`config.mk`:
```
export PLATFORM = sky130hd
export DESIGN_NAME = ipbus_ctrl_reg_slave
export DESIGN_NICKNAME = d
export VERILOG_FILES = /design/src/rtl/ipbus_ctrl_reg_slave_pkg.sv /design/src/rtl/ipbus_ctrl_reg_slave.sv
export SDC_FILE = /design/constraint.sdc
export NUM_CORES = 1
export LEC_CHECK = 0
export ABC_CLOCK_PERIOD_IN_PS = 2210
export CORE_AREA = 2 2 313 315
export CTS_CLUSTER_SIZE = 24
export DETAILED_ROUTE_END_ITERATION = 10
export DIE_AREA = 0 0 315 317
export GPL_ROUTABILITY_DRIVEN = 0
export GPL_TIMING_DRIVEN = 0
export SLEW_MARGIN = 10
export SYNTH_ARGS = -nofsm -noshare
export SYNTH_HDL_FRONTEND = slang
export SYNTH_SLANG_ARGS = --single-unit
export TNS_END_PERCENT = 5
```
`constraint.sdc`:
```
create_clock -name clk -period 2.21 [get_ports clk]
set_clock_uncertainty 0.15 [all_clocks]
set_input_delay 0.442 -clock clk [delete_from_list [all_inputs] [get_ports clk]]
set_output_delay 0.442 -clock clk [all_outputs]
set_load 0.1 [all_outputs]
```
`src/rtl/ipbus_ctrl_reg_slave_pkg.sv`:
```
// ipbus_ctrl_reg_slave_pkg
//   Shared constants for the IPbus control/status register slave: address map,
//   command bit positions, timestamp word indices and FSM state encoding.
package ipbus_ctrl_reg_slave_pkg;

    // Address map (word addresses)
    localparam logic [5:0] STATUS_BASE = 6'h00;
    localparam logic [5:0] CTRL0_ADDR  = 6'h20;
    localparam logic [5:0] CTRL1_ADDR  = 6'h21;
    localparam logic [5:0] THRES0_ADDR = 6'h22;  // thres_data_corrupt
    localparam logic [5:0] THRES1_ADDR = 6'h23;  // thres_unknown_ttc
    localparam logic [5:0] THRES2_ADDR = 6'h24;  // thres_ddr3_overflow
    localparam logic [5:0] CMD_ADDR    = 6'h25;

    // CMD register bit indices
    localparam int unsigned CMD_RST_ERRORS_BIT   = 0;
    localparam int unsigned CMD_RST_COUNTERS_BIT = 1;

    // Timestamp pair: reading the low word freezes the high word into a shadow
    localparam logic [5:0] TS_LO_IDX = 6'd11;
    localparam logic [5:0] TS_HI_IDX = 6'd12;

    typedef enum logic [1:0] {
        StIdle = 2'd0,
        StResp = 2'd1,
        StGap  = 2'd2
    } ipb_state_e;

endpackage

```
`src/rtl/ipbus_ctrl_reg_slave.sv`:
```
// ipbus_ctrl_reg_slave
//   IPbus slave for the status/control register space. Status words are read
//   through a registered mux; control registers drive thresholds, channel
//   enable, trigger configuration and endianness; CMD writes yield one-cycle
//   pulses. One transaction per three cycles (IDLE -> RESP -> GAP).
// Ports
//   clk, reset             : clock, synchronous active-high reset
//   ipb_strobe/write/addr/wdata : IPbus request
//   ipb_rdata/ack/err      : IPbus response (valid in the RESP cycle)
//   status_bus             : N_STATUS packed 32-bit status words
//   thres_*, chan_en, trig_delay, trig_settings, endianness_sel : control outputs
//   rst_errors_pulse, rst_counters_pulse : single-cycle command pulses
module ipbus_ctrl_reg_slave
    import ipbus_ctrl_reg_slave_pkg::*;
#(
    parameter int unsigned N_STATUS        = 19,
    parameter logic [4:0]  CHAN_EN_DEFAULT = 5'h1F,
    parameter logic [31:0] THRES_DEFAULT   = 32'hFFFF_FFFF
) (
    input  logic                    clk,
    input  logic                    reset,
    input  logic                    ipb_strobe,
    input  logic                    ipb_write,
    input  logic [5:0]              ipb_addr,
    input  logic [31:0]             ipb_wdata,
    output logic [31:0]             ipb_rdata,
    output logic                    ipb_ack,
    output logic                    ipb_err,
    input  logic [32*N_STATUS-1:0]  status_bus,
    output logic [31:0]             thres_data_corrupt,
    output logic [31:0]             thres_unknown_ttc,
    output logic [31:0]             thres_ddr3_overflow,
    output logic [4:0]              chan_en,
    output logic [3:0]              trig_delay,
    output logic [7:0]              trig_settings,
    output logic                    endianness_sel,
    output logic                    rst_errors_pulse,
    output logic                    rst_counters_pulse
);

    localparam logic [6:0] NStatusW = 7'(N_STATUS);

    // Full 64-entry view of the status space so the 6-bit address indexes it
    // directly; entries beyond N_STATUS read as zero but are never selected.
    logic [31:0] status_w [64];
    for (genvar k = 0; k < 64; k++) begin : g_status
        if (k < N_STATUS) begin : g_live
            assign status_w[k] = status_bus[32*k +: 32];
        end else begin : g_none
            assign status_w[k] = 32'd0;
        end
    end

    ipb_state_e  state_q, state_d;
    logic        ack_q, ack_d;
    logic        err_q, err_d;
    logic [31:0] rdata_q, rdata_d;
    logic [31:0] shadow_q, shadow_d;
    logic [31:0] thres0_q, thres0_d;
    logic [31:0] thres1_q, thres1_d;
    logic [31:0] thres2_q, thres2_d;
    logic [4:0]  chan_en_q, chan_en_d;
    logic [3:0]  trig_delay_q, trig_delay_d;
    logic [7:0]  trig_settings_q, trig_settings_d;
    logic        endian_q, endian_d;
    logic        pulse_err_q, pulse_err_d;
    logic        pulse_cnt_q, pulse_cnt_d;

    logic        is_status;
    logic        hit;

    assign is_status = ({1'b0, ipb_addr} - {1'b0, STATUS_BASE}) < NStatusW;

    always_comb begin
        state_d         = state_q;
        ack_d           = 1'b0;
        err_d           = 1'b0;
        rdata_d         = rdata_q;
        shadow_d        = shadow_q;
        thres0_d        = thres0_q;
        thres1_d        = thres1_q;
        thres2_d        = thres2_q;
        chan_en_d       = chan_en_q;
        trig_delay_d    = trig_delay_q;
        trig_settings_d = trig_settings_q;
        endian_d        = endian_q;
        pulse_err_d     = 1'b0;
        pulse_cnt_d     = 1'b0;
        hit             = 1'b0;

        unique case (state_q)
            StIdle: begin
                if (ipb_strobe) begin
                    state_d = StResp;
                    rdata_d = 32'd0;
                    if (ipb_write) begin
                        // Status words are read-only: a write there is an error
                        if (!is_status) begin
                            hit = 1'b1;
                            case (ipb_addr)
                                CTRL0_ADDR: begin
                                    endian_d     = ipb_wdata[12];
                                    trig_delay_d = ipb_wdata[11:8];
                                    chan_en_d    = ipb_wdata[4:0];
                                end
                                CTRL1_ADDR:  trig_settings_d = ipb_wdata[7:0];
                                THRES0_ADDR: thres0_d = ipb_wdata;
                                THRES1_ADDR: thres1_d = ipb_wdata;
                                THRES2_ADDR: thres2_d = ipb_wdata;
                                CMD_ADDR: begin
                                    pulse_err_d = ipb_wdata[CMD_RST_ERRORS_BIT];
                                    pulse_cnt_d = ipb_wdata[CMD_RST_COUNTERS_BIT];
                                end
                                default: hit = 1'b0;
                            endcase
                        end
                    end else begin
                        hit = 1'b1;
                        if (is_status) begin
                            if (ipb_addr == TS_HI_IDX) begin
                                rdata_d = shadow_q;
                            end else begin
                                rdata_d = status_w[ipb_addr];
                            end
                            // Freeze the high timestamp word alongside the low one
                            if (ipb_addr == TS_LO_IDX) begin
                                shadow_d = status_w[TS_HI_IDX];
                            end
                        end else begin
                            case (ipb_addr)
                                CTRL0_ADDR:  rdata_d = {19'd0, endian_q, trig_delay_q,
                                                        3'd0, chan_en_q};
                                CTRL1_ADDR:  rdata_d = {24'd0, trig_settings_q};
                                THRES0_ADDR: rdata_d = thres0_q;
                                THRES1_ADDR: rdata_d = thres1_q;
                                THRES2_ADDR: rdata_d = thres2_q;
                                CMD_ADDR:    rdata_d = 32'd0;
                                default:     hit = 1'b0;
                            endcase
                        end
                    end
                    ack_d = hit;
                    err_d = !hit;
                end
            end
            StResp:  state_d = StGap;
            StGap:   state_d = StIdle;
            default: state_d = StIdle;
        endcase
    end

    always_ff @(posedge clk) begin
        if (reset) begin
            state_q         <= StIdle;
            ack_q           <= 1'b0;
            err_q           <= 1'b0;
            rdata_q         <= 32'd0;
            shadow_q        <= 32'd0;
            thres0_q        <= THRES_DEFAULT;
            thres1_q        <= THRES_DEFAULT;
            thres2_q        <= THRES_DEFAULT;
            chan_en_q       <= CHAN_EN_DEFAULT;
            trig_delay_q    <= 4'd0;
            trig_settings_q <= 8'd0;
            endian_q        <= 1'b0;
            pulse_err_q     <= 1'b0;
            pulse_cnt_q     <= 1'b0;
        end else begin
            state_q         <= state_d;
            ack_q           <= ack_d;
            err_q           <= err_d;
            rdata_q         <= rdata_d;
            shadow_q        <= shadow_d;
            thres0_q        <= thres0_d;
            thres1_q        <= thres1_d;
            thres2_q        <= thres2_d;
            chan_en_q       <= chan_en_d;
            trig_delay_q    <= trig_delay_d;
            trig_settings_q <= trig_settings_d;
            endian_q        <= endian_d;
            pulse_err_q     <= pulse_err_d;
            pulse_cnt_q     <= pulse_cnt_d;
        end
    end

    assign ipb_rdata           = rdata_q;
    assign ipb_ack             = ack_q;
    assign ipb_err             = err_q;
    assign thres_data_corrupt  = thres0_q;
    assign thres_unknown_ttc   = thres1_q;
    assign thres_ddr3_overflow = thres2_q;
    assign chan_en             = chan_en_q;
    assign trig_delay          = trig_delay_q;
    assign trig_settings       = trig_settings_q;
    assign endianness_sel      = endian_q;
    assign rst_errors_pulse    = pulse_err_q;
    assign rst_counters_pulse  = pulse_cnt_q;

endmodule

```
Word level (Yosys, flattened, before mapping)

Index checks and enable logic that the tools add are counted.

Logic and storage cells: 59
Bits of input ports: 650
Output and inout bits: 150
Register bits after elaboration: 184

Reductions and logical operators: 12
$lt $le $gt $ge: 2
Bitwise operators: 6
Eq/ne operators: 10
Multiplexer cells: 15

Operators with widths:

| operator             | count |
|---|---|
| $bmux W32 S6         | 1 |
| $mux W32             | 5 |
| $pmux W32 S5         | 1 |
| $eq A6 B6 Y1 const B | 6 |
| $reduce_and A5 Y1    | 6 |
| $eq A6 B4 Y1 const B | 2 |
| $reduce_or A6 Y1     | 2 |
| $ge A7 B7 Y1 const B | 1 |
| $not A6 Y7           | 1 |
| $lt A6 B5 Y1 const B | 1 |
| $mux W1              | 6 |
| $not A1 Y1           | 5 |
| $pmux W2 S2          | 1 |
| $reduce_or A3 Y1     | 1 |
| $eq A2 B1 Y1 const B | 1 |
| $logic_not A2 Y1     | 1 |
| $mux W2              | 1 |
| $ne A2 B2 Y1 const B | 1 |
| $reduce_and A2 Y1    | 1 |
| $logic_not A1 Y1     | 1 |

Longest topological paths before layout

Gate-level depths: netlist (run 1).

Depth after elaboration: 8
Mapped depth: 9
Mapped depth without buffers: 5

Least setup slack after synthesis (run 1)

No wires, ideal clock.

Path type: input to register
Start point: input port ipb_addr[0]
End point: register rdata_q[21] (netlist: ipb_rdata[21])
Arrival time: 1.975 ns
Library setup time: 0.118 ns
Setup slack: -0.033 ns
Stages: 7
Required time: 1.942 ns
Buffers on the path: 2
Path through: buf_6 buf_2 mux4_2 a22o_1 a21oi_1 o211ai_1 a22o_1

Longest elaborated chain between the ends: 7
Elaborated cells between the ends (all ways): 15
Classes of those cells: 1 x order compare; 6 x eq/ne; 7 x mux; 1 x bitwise

Ends and longest elaborated chain:

| what                                         | line                        | text |
|---|---|---|
| from (decl)                                  | ipbus_ctrl_reg_slave.sv:24  | `input logic [5:0] ipb_addr,` |
| $not A6 Y7 (not written as such)             | ipbus_ctrl_reg_slave.sv:123 | `rdata_d = status_w[ipb_addr];` |
| $bmux W32 S6                                 | ipbus_ctrl_reg_slave.sv:123 |  |
| $mux W32 (not written as such) (2 in series) | ipbus_ctrl_reg_slave.sv:123 |  |
| $mux W32                                     | ipbus_ctrl_reg_slave.sv:120 | `if (ipb_addr == TS_HI_IDX) begin` |
| $mux W32 *                                   | ipbus_ctrl_reg_slave.sv:119 | `if (is_status) begin` |
| $mux W32 *                                   | ipbus_ctrl_reg_slave.sv:96  | `if (ipb_write) begin` |
| to (signal assigned)                         | ipbus_ctrl_reg_slave.sv:172 | `rdata_q <= rdata_d;` |
| to (decl)                                    | ipbus_ctrl_reg_slave.sv:57  | `logic [31:0] rdata_q, rdata_d;` |

Mark *: on every way between the ends. The rest lies on a longest branch, timed or not. The select of a mux whose other input is x is not followed.
A chain may end at the register's enable or synchronous reset.

Worst setup path after layout (run 1)

Start point: register state_q[1]
End point: register rdata_q[12] (netlist: ipb_rdata[12])

Longest elaborated chain between the ends: 2

Ends and longest elaborated chain:

| what                               | line                        | text |
|---|---|---|
| from (decl)                        | ipbus_ctrl_reg_slave.sv:54  | `ipb_state_e state_q, state_d;` |
| from (signal assigned)             | ipbus_ctrl_reg_slave.sv:154 | `state_q <= StIdle;` |
| from (signal assigned)             | ipbus_ctrl_reg_slave.sv:169 | `state_q <= state_d;` |
| $logic_not A2 Y1                   | ipbus_ctrl_reg_slave.sv:91  | `unique case (state_q)` |
| $reduce_and A2 Y1 (no source line) | -                           |  |

No other way between the ends.

==> results of run 1 <==
-- worst reg2reg max path: stages, from the launching register on --
cell,delay (ns)
dfxtp_2,0.33
or4b_4,0.58
buf_12,0.16
a211o_4,0.30
a21oi_4,0.18
o211ai_1,0.29
a31oi_1,0.22
-- registers in the layout, summed over array words and instances, names as in the netlist --
register / cells
endianness_sel: 1
chan_en: 5
ipb_rdata: 32
thres_data_corrupt: 32
ipb_ack: 1
trig_settings: 8
ipb_err: 1
thres_unknown_ttc: 32
shadow_q: 32
state_q: 2
rst_counters_pulse: 1
trig_delay: 4
thres_ddr3_overflow: 32
rst_errors_pulse: 1
-- metrics by stage --
stage	area (um2)	hold slack (ns)	power, mW	instances	util (%)
floorplan	12700	0.266	4.63	1335	-
global placement	22300	0.278	6.56	3410	23.1
detailed placement	22300	0.293	6.58	3411	23.1
CTS	24200	0.274	9.88	3469	25.1
global route	24400	0.284	10.2	3491	25.4
finish	24500	0.274	9.88	3505	25.4
-- power groups by stage --
| stage | clock [mW] | combinational, mW | sequential (mW) |
|---|---|---|---|
| after floorplan | 0 | 1.04 | 3.59 |
| after global placement | 0 | 3.13 | 3.43 |
| after detailed placement | 0 | 3.14 | 3.43 |
| after CTS | 3.14 | 3.38 | 3.36 |
| after global routing | 3.26 | 3.56 | 3.36 |
| final | 3.10 | 3.43 | 3.36 |
-- cell usage in the layout, fill, tap and decap left out, drive strengths merged, types with 5 or more instances in the layout --
cell / count
and3: 7
diode: 30
or2: 5
mux4: 119
a211oi: 7
nor3: 7
mux2: 7
o2bb2ai: 17
clkbuf: 70
a221o: 7
a221oi: 11
a22o: 43
o211ai: 19
nand3: 14
dfxtp: 184
inv: 15
a21oi: 103
nor2: 45
o21ai: 39
nor2b: 5
mux2i: 81
and2: 9
a2bb2oi: 6
buf: 119
clkdlybuf4s15: 152
a31oi: 8
nand2: 255
dlygate4sd2: 8
nand3b: 82
o22ai: 10
a22oi: 37
clkdlybuf4s50: 634
a211o: 30
-- worst paths after layout --
check | end | slack, ns | depth (start not counted)
max | ipb_rdata[12] | -0.07 | 6
min | state_q[1] | 0.27 | 1
max reg2reg | ipb_rdata[12] | -0.07 | 6
min reg2reg | state_q[1] | 0.27 | 1
-- metal layers --
| layer | wire [um] | vias up | part of all wire, % |
|---|---|---|---|
| li1 | - | 6857 | - |
| met1 | 46100 | 7855 | 42 |
| met2 | 52200 | 890 | 47 |
| met3 | 10100 | 119 | 9.2 |
| met4 | 1740 | 46 | 1.6 |
| met5 | 293 | - | 0.27 |
-- cell families (layout without fill, tap and decap cells) --
| logic type | count (synthesis) | after routing | synth area share (%) |
|---|---|---|---|
| and+or+nand+nor | 451 | 451 | 17.8 |
| AOI/OAI and AO/OA | 352 | 352 | 19.4 |
| muxes | 207 | 207 | 28.2 |
| DFF | 184 | 184 | 29.1 |
| buffers and inverters | 141 | 1005 | 5.46 |
| other | 0 | 30 | 0 |
-- final cells by class --
type	count	share of cell area (%)
Clock inverter	14	0.537
Buffer	133	5.13
Tap cell	1276	6.52
Sequential cell	184	15.1
Antenna cell	30	0.307
Multi-Input combinational cell	1010	35.7
Timing Repair Buffer	833	34.8
Clock buffer	18	1.79
Inverter	7	0.107
-- what timing repair did --
| action | in CTS | in global routing |
|---|---|---|
| setup endpoints to repair | 333 | 161 |
| hold endpoints to repair | 0 | 0 |
| pin swaps | 29 | 14 |
| resized for setup | 740 | 54 |
| setup buffers | 27 | 6 |
==> out/metrics.cfg, run 1 <==
[run_status]
status=complete, but fails checks
violations=negative setup slack

[global_route]
grt.overflow.total=0
grt_pass1_vias=15500
busiest_layer=met2
grt_use_met3_pct=6.78
grt_usage_pct=21.2
grt.met2_usage_pct=34.9
grt_max_degree=19
grtUsageMet1_pct=27.1
antenna_found_initial=65
grt_pass1_wl_um=142000

[timing]
rsz0062_at_grt=true
final-hold-violation-count=0
tns_ns=-0.317
max_freq_mhz=438
setup_viol=10
finalCriticalPeriod_ns=2.28
period_share_pct=103
slew_headroom_pct=49.3
slew_violations=0
tightest_slew_ns=0.761
finalWorstSetupSlack_ns=-0.0707

[worst_setup_path]
cp-startpoint=state_q[1]
arrival_ns=2.52
cpMaxStageDelayCell=or4b_4
critPathCaptureType=flop
cpLargestDelayFamily=compound AO/OA/AOI/OAI gates
critPathMaxStageDelay_ns=0.57
cp.required_ns=2.45
r2r_start=state_q[1]
start_kind=flop
path_class=reg -> reg
path_cells=or4b_4 -> buf_12 -> a211o_4 -> a21oi_4 -> o211ai_1 -> a31oi_1
cp_max_fo=4
path_buf_inv=1

[synth]
synth-edff-count=0
synth.distinct_cells=62
synth_most_common_cell=nand2_1
syn_nets=1985
synth_top_area_share_pct=29.1
syn_inst=1335
ys_seq_area_share_pct=29.1
synth_area_leaders=dfxtp_1 29%, mux4_2 21%, nand2_1 7.6%
syn_avg_cell_area_um2=9.48
synth_largest_area_cell=dfxtp_1
async_reset_ff_share_pct=0
syn_area_um2=12700
yosys-top-cells-count=255 x nand2_1, 184 x dfxtp_1, 119 x mux4_2
synth_flop_cell=dfxtp_1
synth_warnings=0
ys_seq_elements=184

[floorplan]
core_um2=96300
die_x_um=315
die_height_um=317
rows=114
initial_core_util_pct=13.1
io_pins=800
dieArea_um2=99900

[pwr]
switching_power_mw=3.14
swShare_pct=31.8
p_leak_nw=9.05
powerDensity_nw_per_um2=404
combPwrFrac_pct=34.7
ir_drop_mv=0.550
pwr-share-clk_pct=31.4
p_int_mw=6.74
seqPwrFrac_pct=33.9

[routing]
via_per_inst=4.50
route.detailed.drc=0
wl_per_cell_um=31.5
wl_um=110000
vias=15800
first_iter_violations=1534
firstDrtPassIters=6
ant_nets=0

[finish]
fill_cells=10400
areaGrowthSynthToFinish_pct=93.3
seq_area_um2=3680
final_nets=2836
multi_input_area_um2=8740
drive_above_1_share_pct=25.3

[cts]
cts_made_buffers=17
clkLatencyLatePin_ns=0.46
cts_buffer_depth=2
cts.sinks=184
clk_pin_slew_ns=0.08
cts_tree=done
cts_root_buffer=clkbuf_16
hold_buffers=0
htree_levels=4

[worst_hold_path]
hold_class=reg -> reg
hold_start=state_q[1]

[placed_design]
dp_hpwl_um=97200
port_buffers=799
post-place-ws_ns=-2.04

[job]
max-cap-violations=0

Power figures use the tool's default switching activity.
==> inputs of run 2 (changes only) <==
--- a/config.mk
+++ b/config.mk
@@ -9,2 +9,3 @@
 export CORE_AREA = 2 2 313 315
+export CTS_CLUSTER_DIAMETER = 60
 export CTS_CLUSTER_SIZE = 24
--- a/constraint.sdc
+++ b/constraint.sdc
@@ -4,2 +4,2 @@
 set_output_delay 0.442 -clock clk [all_outputs]
-set_load 0.1 [all_outputs]
+set_load 0.005 [all_outputs]
==> out/metrics.cfg, run 2 (synthesized netlist as in run 1, its figures left out) <==
[run_status]
status=complete, but fails checks  ; unchanged
violations=negative setup slack  ; unchanged

[pwr]
powerDensity_nw_per_um2=400  ; was 404 nW/um2
p_leak_nw=8.90  ; was 9.05 nW
ir_drop_mv=0.548  ; was 0.550 mV

[timing]
slew_headroom_pct=49.1  ; was 49.3%
finalCriticalPeriod_ns=2.37  ; was 2.28 ns
final-hold-violation-count=0  ; unchanged
period_share_pct=107  ; was 103%
finalWorstSetupSlack_ns=-0.162  ; was -0.0707 ns
slew_violations=0  ; unchanged
tightest_slew_ns=0.764  ; was 0.761 ns
rsz0062_at_grt=true  ; unchanged
setup_viol=8  ; was 10
max_freq_mhz=422  ; was 438 MHz

[routing]
firstDrtPassIters=5  ; was 6
wl_per_cell_um=31.6  ; was 31.5 um
first_iter_violations=1464  ; was 1,534
route.detailed.drc=0  ; unchanged
wl_um=111000  ; was 110,000 um
via_per_inst=4.49  ; was 4.50
ant_nets=0  ; unchanged
vias=15700  ; was 15,800

[cts]
cts_buffer_depth=2  ; unchanged
cts_tree=done  ; unchanged
clk_pin_slew_ns=0.08  ; about the same
clkLatencyLatePin_ns=0.46  ; about the same
cts.sinks=184  ; unchanged
htree_levels=4  ; unchanged
cts_root_buffer=clkbuf_16  ; unchanged
hold_buffers=0  ; unchanged
cts_made_buffers=17  ; unchanged

[floorplan]
core_um2=96300  ; unchanged
io_pins=800  ; unchanged
rows=114  ; unchanged
dieArea_um2=99900  ; unchanged
initial_core_util_pct=13.1  ; unchanged
die_height_um=317  ; unchanged
die_x_um=315  ; unchanged

[worst_setup_path]
path_cells=clkbuf_4 -> buf_12 -> buf_6 -> buf_6 -> mux4_2 -> a22o_1 -> o211ai_1 -> a31oi_1  ; was or4b_4 -> buf_12 -> a211o_4 -> a21oi_4 -> o211ai_1 -> a31oi_1
cp.required_ns=2.38  ; was 2.45 ns
critPathCaptureType=flop  ; unchanged
cp-startpoint=ipb_addr[1]  ; was state_q[1]
arrival_ns=2.54  ; was 2.52 ns
r2r_slack_ns=-0.15  ; was -0.07 ns
cp.depth=8  ; was 6
cpMaxStageDelayCell=o211ai_1  ; was or4b_4
cpMostUsedCell=buf_6
r2r_end=ipb_rdata[12]  ; unchanged
rr_worst_depth=6  ; unchanged
cpLargestDelayFamily=compound AO/OA/AOI/OAI gates  ; unchanged
path_buf_inv=4  ; was 1
cp-endpoint=ipb_rdata[12]  ; unchanged
critPathMaxStageDelay_ns=0.57  ; about the same
start_kind=input pin  ; was flop
path_class=in -> reg  ; was reg -> reg
r2r_start=state_q[1]  ; unchanged
cp_max_fo=10  ; was 4

[worst_hold_path]
hold_class=reg -> reg  ; unchanged

[placed_design]
port_buffers=799  ; unchanged
post-place-ws_ns=-2.04  ; unchanged
dp_hpwl_um=97200  ; unchanged
dpl.cell_count=3411  ; unchanged

[global_route]
grt_usage_pct=21.1  ; was 21.2%
grt_pass1_wl_um=142000  ; about the same
grt.overflow.total=0  ; unchanged
grt_max_degree=19  ; unchanged
grt_pass1_vias=15500  ; about the same
antenna_found_initial=62  ; was 65

[finish]
areaGrowthSynthToFinish_pct=92.5  ; was 93.3%
final_cell_mix=785 x clkdlybuf4s50_1, 254 x nand2_1, 183 x dfxtp_1  ; was 634 x clkdlybuf4s50_1, 254 x nand2_1, 183 x dfxtp_1
final_cells=3501  ; was 3,505
drive_above_1_share_pct=18.5  ; was 25.3%
final_nets=2832  ; was 2,836
final_common_cell=clkdlybuf4s50_1  ; unchanged

[job]
max-cap-violations=0  ; unchanged

==> run 2: cell types whose count changed in the layout (fill, tap and decap cells not counted), moves of 4 or more <==
cell,delta
mux2i_2,-5
clkdlybuf4s15_2,-150
clkdlybuf4s50_1,+151
buf_4,-11
mux2i_4,+4
buf_6,+7
==> run 2: metrics by stage <==
step | power [mW] | utilization, % | setup TNS, ns | hold WS (ns) | cell area (um2)
after global routing | 10.0 | 25.3 | -0.717 | 0.284 | 24300
after floorplan | 4.47 | - | 0 | 0.266 | 12700
after detailed placement | 6.42 | 23.1 | -229.20 | 0.293 | 22300
final | 9.76 | 25.3 | -0.357 | 0.283 | 24400
after global placement | 6.40 | 23.1 | -225.37 | 0.278 | 22300
after CTS | 9.72 | 24.9 | -0.306 | 0.303 | 24000
==> run 2: report_power, final <==
| group | switching [mW] | leakage [nW] | total (mW) | internal, mW |
|---|---|---|---|---|
| clock | 1.58 | 0.277 | 3.10 | 1.52 |
| sequential | 0.0180 | 1.49 | 3.36 | 3.34 |
| combinational | 1.40 | 7.13 | 3.30 | 1.90 |
==> run 2: layout make-up <==
class,count,area (um2)
fill,10400,71900
inverter,7,26.3
clock buffer,18,439
buffer,133,1280
clock inverter,14,131
tap,1276,1600
multi-input combinational,1010,8800
sequential,184,3680
timing repair buffer,829,8340
antenna,30,75.1
==> run 2: worst min-delay path by stage <==
stage,start,endpoint,slack [ns],cells after the start
3_3_place_gp,state_q[1],state_q[1],0.28,1
2_1_floorplan,state_q[1],state_q[1],0.27,1
3_5_place_dp,shadow_q[28],shadow_q[28],0.29,2
5_1_grt,status_bus[400],shadow_q[16],0.28,3
4_1_cts,shadow_q[28],shadow_q[28],0.30,2
6_report,state_q[1],state_q[1],0.28,1
==> run 2: routing by layer <==
metal  global-route usage, %  part of all wire, %
met5                   0.758                 0.21
met1                    27.0                   42
met3                    6.94                  9.1
met4                    4.25                  2.1
met2                    34.7                   47
==> run 2: repair_timing <==
item	CTS	global route
gates resized for setup	283	80
setup endpoints to repair	183	155
gates cloned	0	2
buffers inserted	21	6
pin swaps	24	16
